--- config.mk ---
export PLATFORM = sky130hd
export DESIGN_NAME = sm83_oam_dma_flat
export DESIGN_NICKNAME = d
export VERILOG_FILES = /design/src/rtl/sm83_oam_dma_if.sv /design/src/rtl/sm83_oam_dma.sv /design/src/flat_wrapper.sv
export SDC_FILE = /design/constraint.sdc
export NUM_CORES = 1
export LEC_CHECK = 0
export ABC_CLOCK_PERIOD_IN_PS = 3600
export BUFFER_PORTS_ARGS = -buffer_cell sky130_fd_sc_hd__buf_4
export CORE_AREA = 4 4 63 65
export DETAILED_ROUTE_END_ITERATION = 6
export DIE_AREA = 0 0 67 69
export PLACE_DENSITY_LB_ADDON = 0.1
export SLEW_MARGIN = 0
export SYNTH_ARGS = -nofsm -noshare
export SYNTH_HDL_FRONTEND = slang
export SYNTH_SLANG_ARGS = --single-unit
--- constraint.sdc ---
create_clock -name clk -period 3.6 [get_ports clk]
set_clock_uncertainty 0.2 [all_clocks]
set_input_delay 0.36 -clock clk [delete_from_list [all_inputs] [get_ports clk]]
set_output_delay 0.36 -clock clk [all_outputs]
set_load 0.02 [all_outputs]
--- src/rtl/sm83_oam_dma_if.sv ---
// rtl/sm83_oam_dma_if.sv - sequencer, CPU, memory and OAM signals of the OAM DMA block
interface sm83_oam_dma_if;
   // sequencer phase strobes
   logic        t1;
   logic        t3;
   logic        t4;
   // DMA register access
   logic        reg_wr;
   logic [7:0]  reg_din;
   logic [7:0]  reg_dout;
   // CPU bus arbitration
   logic [15:0] cpu_addr;
   logic        cpu_req;
   logic        cpu_blocked;
   // external bus read side
   logic        dma_active;
   logic        dma_rd;
   logic [15:0] dma_addr;
   logic [7:0]  mem_din;
   // OAM write side
   logic        oam_wr;
   logic [7:0]  oam_addr;
   logic [7:0]  oam_dout;

   // sequencer / CPU / memory side
   modport master (
      output t1, t3, t4, reg_wr, reg_din, cpu_addr, cpu_req, mem_din,
      input  reg_dout, cpu_blocked, dma_active, dma_rd, dma_addr,
             oam_wr, oam_addr, oam_dout
   );

   // DMA controller side
   modport slave (
      input  t1, t3, t4, reg_wr, reg_din, cpu_addr, cpu_req, mem_din,
      output reg_dout, cpu_blocked, dma_active, dma_rd, dma_addr,
             oam_wr, oam_addr, oam_dout
   );
endinterface

--- src/rtl/sm83_oam_dma.sv ---
// rtl/sm83_oam_dma.sv - OAM DMA controller: copies LEN bytes from a source page into OAM
module sm83_oam_dma #(
   parameter int LEN = 160
) (
   input logic             clk,
   input logic             nreset,
   sm83_oam_dma_if.slave   bus
);

   typedef enum logic [1:0] {
      IDLE  = 2'd0,
      START = 2'd1,
      RUN   = 2'd2
   } state_t;

   // index of the final byte; 9-bit counter so LEN = 256 still terminates
   localparam logic [8:0] LAST = 9'(LEN - 1);

   state_t      state;
   logic [8:0]  cnt;
   logic [7:0]  page;
   logic [7:0]  oam_data;
   logic        oam_wr_q;
   logic        start_t1;
   logic [7:0]  src_page;
   logic        hram_hit;
   logic        wr_cmd;

   // a register write only counts on the last T-cycle of its M-cycle
   assign wr_cmd = bus.reg_wr & bus.t4;

   // echo RAM pages (E0..FF) fold back onto WRAM so the DMA never reads E000..FFFF
   assign src_page = (page[7:5] == 3'b111) ? (page & 8'hDF) : page;

   // HRAM stays reachable by the CPU while the DMA owns the bus
   assign hram_hit = (bus.cpu_addr >= 16'hFF80) && (bus.cpu_addr <= 16'hFFFE);

   // transfer sequencer: page/counter bookkeeping, byte capture and OAM strobe
   always_ff @(posedge clk or negedge nreset) begin
      if (!nreset) begin
         state    <= IDLE;
         cnt      <= '0;
         page     <= '0;
         oam_data <= '0;
         oam_wr_q <= 1'b0;
         start_t1 <= 1'b0;
      end else begin
         // data is latched at the t3 edge and the strobe spans exactly the t4 cycle
         oam_wr_q <= (state == RUN) && bus.t3;
         if ((state == RUN) && bus.t3) begin
            oam_data <= bus.mem_din;
         end
         if (wr_cmd) begin
            // a write from any state (re)starts the transfer from byte 0
            page     <= bus.reg_din;
            state    <= START;
            cnt      <= '0;
            start_t1 <= 1'b0;
         end else begin
            case (state)
               IDLE: begin
               end
               START: begin
                  // only leave START after a full t1..t4 M-cycle has been seen
                  if (bus.t1) begin
                     start_t1 <= 1'b1;
                  end
                  if (bus.t4 && start_t1) begin
                     state <= RUN;
                  end
               end
               RUN: begin
                  if (bus.t4) begin
                     cnt <= cnt + 9'd1;
                     if (cnt == LAST) begin
                        state <= IDLE;
                     end
                  end
               end
               default: begin
                  state <= IDLE;
               end
            endcase
         end
      end
   end

   // outputs decoded from registered state only, except the CPU block path
   assign bus.reg_dout    = page;
   assign bus.dma_active  = (state != IDLE);
   assign bus.dma_rd      = (state == RUN);
   assign bus.dma_addr    = {src_page, cnt[7:0]};
   assign bus.oam_wr      = oam_wr_q;
   assign bus.oam_addr    = cnt[7:0];
   assign bus.oam_dout    = oam_data;
   assign bus.cpu_blocked = (state == RUN) & bus.cpu_req & ~hram_hit;

endmodule

--- src/flat_wrapper.sv ---
// flat-port wrapper written by rule: the top's interface ports become plain ports
module sm83_oam_dma_flat 
#(
   parameter int LEN = 160
)
  (clk, nreset, bus_t1, bus_t3, bus_t4, bus_reg_wr, bus_reg_din, bus_cpu_addr, bus_cpu_req, bus_mem_din, bus_reg_dout, bus_cpu_blocked, bus_dma_active, bus_dma_rd, bus_dma_addr, bus_oam_wr, bus_oam_addr, bus_oam_dout);
  sm83_oam_dma_if bus_i ();
  input logic clk;
  input logic nreset;
  input wire logic [$bits(bus_i.t1)-1:0] bus_t1;
  input wire logic [$bits(bus_i.t3)-1:0] bus_t3;
  input wire logic [$bits(bus_i.t4)-1:0] bus_t4;
  input wire logic [$bits(bus_i.reg_wr)-1:0] bus_reg_wr;
  input wire logic [$bits(bus_i.reg_din)-1:0] bus_reg_din;
  input wire logic [$bits(bus_i.cpu_addr)-1:0] bus_cpu_addr;
  input wire logic [$bits(bus_i.cpu_req)-1:0] bus_cpu_req;
  input wire logic [$bits(bus_i.mem_din)-1:0] bus_mem_din;
  output wire logic [$bits(bus_i.reg_dout)-1:0] bus_reg_dout;
  output wire logic [$bits(bus_i.cpu_blocked)-1:0] bus_cpu_blocked;
  output wire logic [$bits(bus_i.dma_active)-1:0] bus_dma_active;
  output wire logic [$bits(bus_i.dma_rd)-1:0] bus_dma_rd;
  output wire logic [$bits(bus_i.dma_addr)-1:0] bus_dma_addr;
  output wire logic [$bits(bus_i.oam_wr)-1:0] bus_oam_wr;
  output wire logic [$bits(bus_i.oam_addr)-1:0] bus_oam_addr;
  output wire logic [$bits(bus_i.oam_dout)-1:0] bus_oam_dout;
  assign bus_i.t1 = bus_t1;
  assign bus_i.t3 = bus_t3;
  assign bus_i.t4 = bus_t4;
  assign bus_i.reg_wr = bus_reg_wr;
  assign bus_i.reg_din = bus_reg_din;
  assign bus_i.cpu_addr = bus_cpu_addr;
  assign bus_i.cpu_req = bus_cpu_req;
  assign bus_i.mem_din = bus_mem_din;
  assign bus_reg_dout = bus_i.reg_dout;
  assign bus_cpu_blocked = bus_i.cpu_blocked;
  assign bus_dma_active = bus_i.dma_active;
  assign bus_dma_rd = bus_i.dma_rd;
  assign bus_dma_addr = bus_i.dma_addr;
  assign bus_oam_wr = bus_i.oam_wr;
  assign bus_oam_addr = bus_i.oam_addr;
  assign bus_oam_dout = bus_i.oam_dout;
  sm83_oam_dma #(.LEN(LEN)) u_core (.clk(clk), .nreset(nreset), .bus(bus_i));
endmodule
==> impl_metrics.py <==
metrics = {
    "outcome": {
        "outcome": "complete, no violations",
    },
    "place": {
        "place_ws_ns": 1.78,
        "place_area_um2": 2110,
        "dp_hpwl_um": 2660,
        "portBuffers": 82,
        "gp_congestion": 0.773,
        "dp.cells": 242,
    },
    "floorplanning": {
        "die_y_um": 69,
        "start_util_pct": 48.5,
        "die_area_um2": 4620,
        "boundaryPins": 83,
        "rows": 21,
        "core_um2": 3340,
        "dieWidth_um": 67,
    },
    "drt": {
        "drtAntennaViolNets": 0,
        "vias": 1209,
        "drtPass1Iterations": 4,
        "wirelength_um": 3400,
        "drc_errors": 0,
        "post_drt_via_cell_ratio": 4.82,
        "routedWlPerCell_um": 13.5,
        "initialDrtViolationCount": 43,
    },
    "pwr": {
        "power.total_w": 0.00113,
        "seqPwrFrac_pct": 39.3,
        "leakagePower_nw": 1.08,
        "vdd_ir_drop_max_v": 0.000340,
        "p_comb_share_pct": 35.8,
        "p_sw_w": 0.000365,
        "cellPowerDensity_nw_per_um2": 511,
        "pwr-share-clk_pct": 24.9,
        "swShare_pct": 32.4,
        "p_int_w": 0.000760,
    },
    "setup_path": {
        "critical_path_arrival_ns": 1.44,
        "slowest_stage": "dfrtp_1",
        "path_cells": "nand2b_4 -> inv_2 -> nand2_1 -> a21oi_1 -> buf_4",
        "path_buf_inv": 2,
        "crit_required_ns": 3.04,
        "rr_startpoint": "u_core.cnt[0]",
        "max_stage_delay_ns": 0.42,
        "cp_num_cells": 5,
        "path_delay_family": "flip-flops",
        "crit_type": "flop to output pin",
        "critPathCaptureType": "output pin",
        "reg2reg_to": "u_core.cnt[6]",
        "crit_fanout": 8,
        "reg2reg_depth": 4,
        "cp-start-kind": "flop",
        "reg2reg_slack_ns": 1.86,
    },
    "cells_and_area": {
        "antennaDiodeCount": 0,
        "final_common_cell": "buf_4",
        "layout_common_cells": "buf_4 (82), dfrtp_1 (29), nand2_1 (17)",
        "final_cell_count_no_fill": 251,
        "fillerInstances": 268,
        "drive_gt1_share_pct": 56.1,
        "post-route-cell-area_um2": 2200,
        "areaGrowthSynthToFinish_pct": 36.0,
        "nets": 244,
    },
    "global_route": {
        "grt_use_met3_pct": 4.38,
        "grt_first_pass_wirelength_um": 5660,
        "grt_max_degree": 30,
        "use_met2_pct": 26.3,
        "antenna_found_initial": 0,
        "grt_usage_pct": 16.1,
        "grt.met1_usage_pct": 19.1,
        "grt_remaining_overflow": 0,
        "grt_pass1_vias": 1205,
        "top_usage_layer": "met2",
    },
    "cts": {
        "clk_path_buf_depth": 2,
        "path_clk_slew_ns": 0.09,
        "clock_sinks": 29,
        "cts_tree": "yes",
        "cts_made_buffers": 5,
        "htree_levels": 2,
        "cts-resized-gates": 0,
        "clk_latency_ns": 0.33,
        "clockRootBuffer": "clkbuf_4",
    },
    "timing": {
        "slew_violations": 0,
        "maxSlewHeadroom_pct": 51.3,
        "worst_pin_slew_ns": 0.729,
        "fmax_mhz": 501,
        "rsz0062_at_grt": "false",
        "fin_crit_sh_pct": 55.4,
        "setup_slack_ns": 1.60,
        "hold_viol": 0,
        "setup_viol": 0,
        "setup_tns_ns": 0,
        "min_period_ns": 2.00,
    },
    "job": {
        "drv_cap": 0,
    },
    "logic_synthesis": {
        "seq_area_frac_synth_pct": 44.8,
        "ys_ff_latch": 29,
        "yosysWarnings": 0,
        "synth_area_leader_cell": "dfrtp_1",
        "ys_types": 33,
        "syn_area_per_cell_um2": 11.6,
        "synth_top_area_share_pct": 44.8,
        "synth_cells": 139,
        "syn_nets": 179,
        "synth_area_leaders": "dfrtp_1 (45%), buf_4 (11%), mux2_2 (10%)",
        "syn-cell-area_um2": 1620,
    },
    "min_path": {
        "hold_end": "u_core.bus.oam_dout[1]",
        "whs_path_depth": 2,
        "hold_class": "input pin to flop",
        "hp-start": "bus_mem_din[1]",
    },
}
==> final cells by class <==
| class | instances | area (um2) | area share (%) |
|---|---|---|---|
| sequential | 29 | 726 | 33.0 |
| multi-input combinational | 79 | 686 | 31.1 |
| timing repair buffer | 83 | 626 | 28.4 |
| tap | 46 | 57.6 | 2.61 |
| clock buffer | 7 | 55.1 | 2.50 |
| clock inverter | 1 | 30.0 | 1.36 |
| inverter | 6 | 22.5 | 1.02 |
==> cells in the mapped netlist <==
library cell	count
o2bb2ai_1	1
nand3_1	2
and4_1	1
xor2_1	2
nand3_2	2
or2_2	1
inv_1	5
nand4_1	2
a21oi_1	2
nand2b_1	4
nand4_4	1
nor2_1	4
nor3_1	2
ha_1	1
or4b_1	1
inv_2	1
o21ai_0	1
mux2i_1	6
a211oi_1	2
nand2b_4	1
buf_2	1
dfrtp_1	29
a21boi_0	1
buf_4	24
mux2_2	15
mux2_1	1
nor2b_1	1
o32ai_1	1
nand3b_1	1
a2111oi_4	4
nand4b_1	1
nand2_1	17
nand2_4	1
==> how the worst max path moves through the flow <==
stage | from | end | slack (ns)
floorplan | u_core.state[0] | bus_cpu_blocked | 1.88
detailed placement | bus_t4 | u_core.bus.reg_dout[1] | 1.78
global placement | bus_t4 | u_core.bus.reg_dout[3] | 1.82
finish | u_core.state[0] | bus_cpu_blocked | 1.60
global route | u_core.state[0] | bus_cpu_blocked | 1.53
CTS | u_core.state[0] | bus_cpu_blocked | 1.58
==> stage by stage <==
step	hold WS, ns	util, %
4_1_cts	0.0335	66.0
5_1_grt	0.0389	66.0
3_3_place_gp	0.0999	63.1
2_1_floorplan	-0.136	-
6_report	0.0423	66.0
3_5_place_dp	0.108	63.1
==> power groups by stage <==
stage	clock [W]	sequential [W]	combinational, W
after floorplan	0	0.000515	0.000170
after global placement	0	0.000446	0.000404
after CTS	0.000287	0.000443	0.000409
after global routing	0.000305	0.000454	0.000429
final	0.000280	0.000442	0.000403
after detailed placement	0	0.000450	0.000408
==> registers in the layout (all words and copies together) (netlist names) <==
signal               flops
u_core.cnt               9
u_core.bus.reg_dout      8
u_core.bus.oam_dout      8
u_core.start_t1          1
u_core.state             2
u_core.bus.oam_wr        1
==> kinds of logic after synthesis <==
kind of cell,after synthesis,share of synthesized area [%]
buf+inv,31,12.8
mux,22,14.8
simple gates,42,15.5
xor+xnor,2,1.08
fa+ha+maj,1,0.773
compound gates,12,10.2
flops,29,44.8
==> per-layer routing <==
layer / vias to the layer above / part of all wire, %
met3: 7 / 7.9
met4: 0 / 1.4
li1: 587 / -
met1: 572 / 38
met2: 43 / 53
met5: - / 0
==> worst register-to-register path, stage by stage (launching register included) <==
cell	delay, ns
dfrtp_1	0.45
ha_1	0.27
nand4_4	0.17
a2111oi_4	0.36
mux2i_1	0.22
==> what timing repair did <==
item,CTS,global route
hold buffers,1,0
endpoints found under the hold margin,29,0
endpoints found under the setup margin,0,0
setup buffers,0,0
Note: power is estimated with default switching activity, not from simulation.
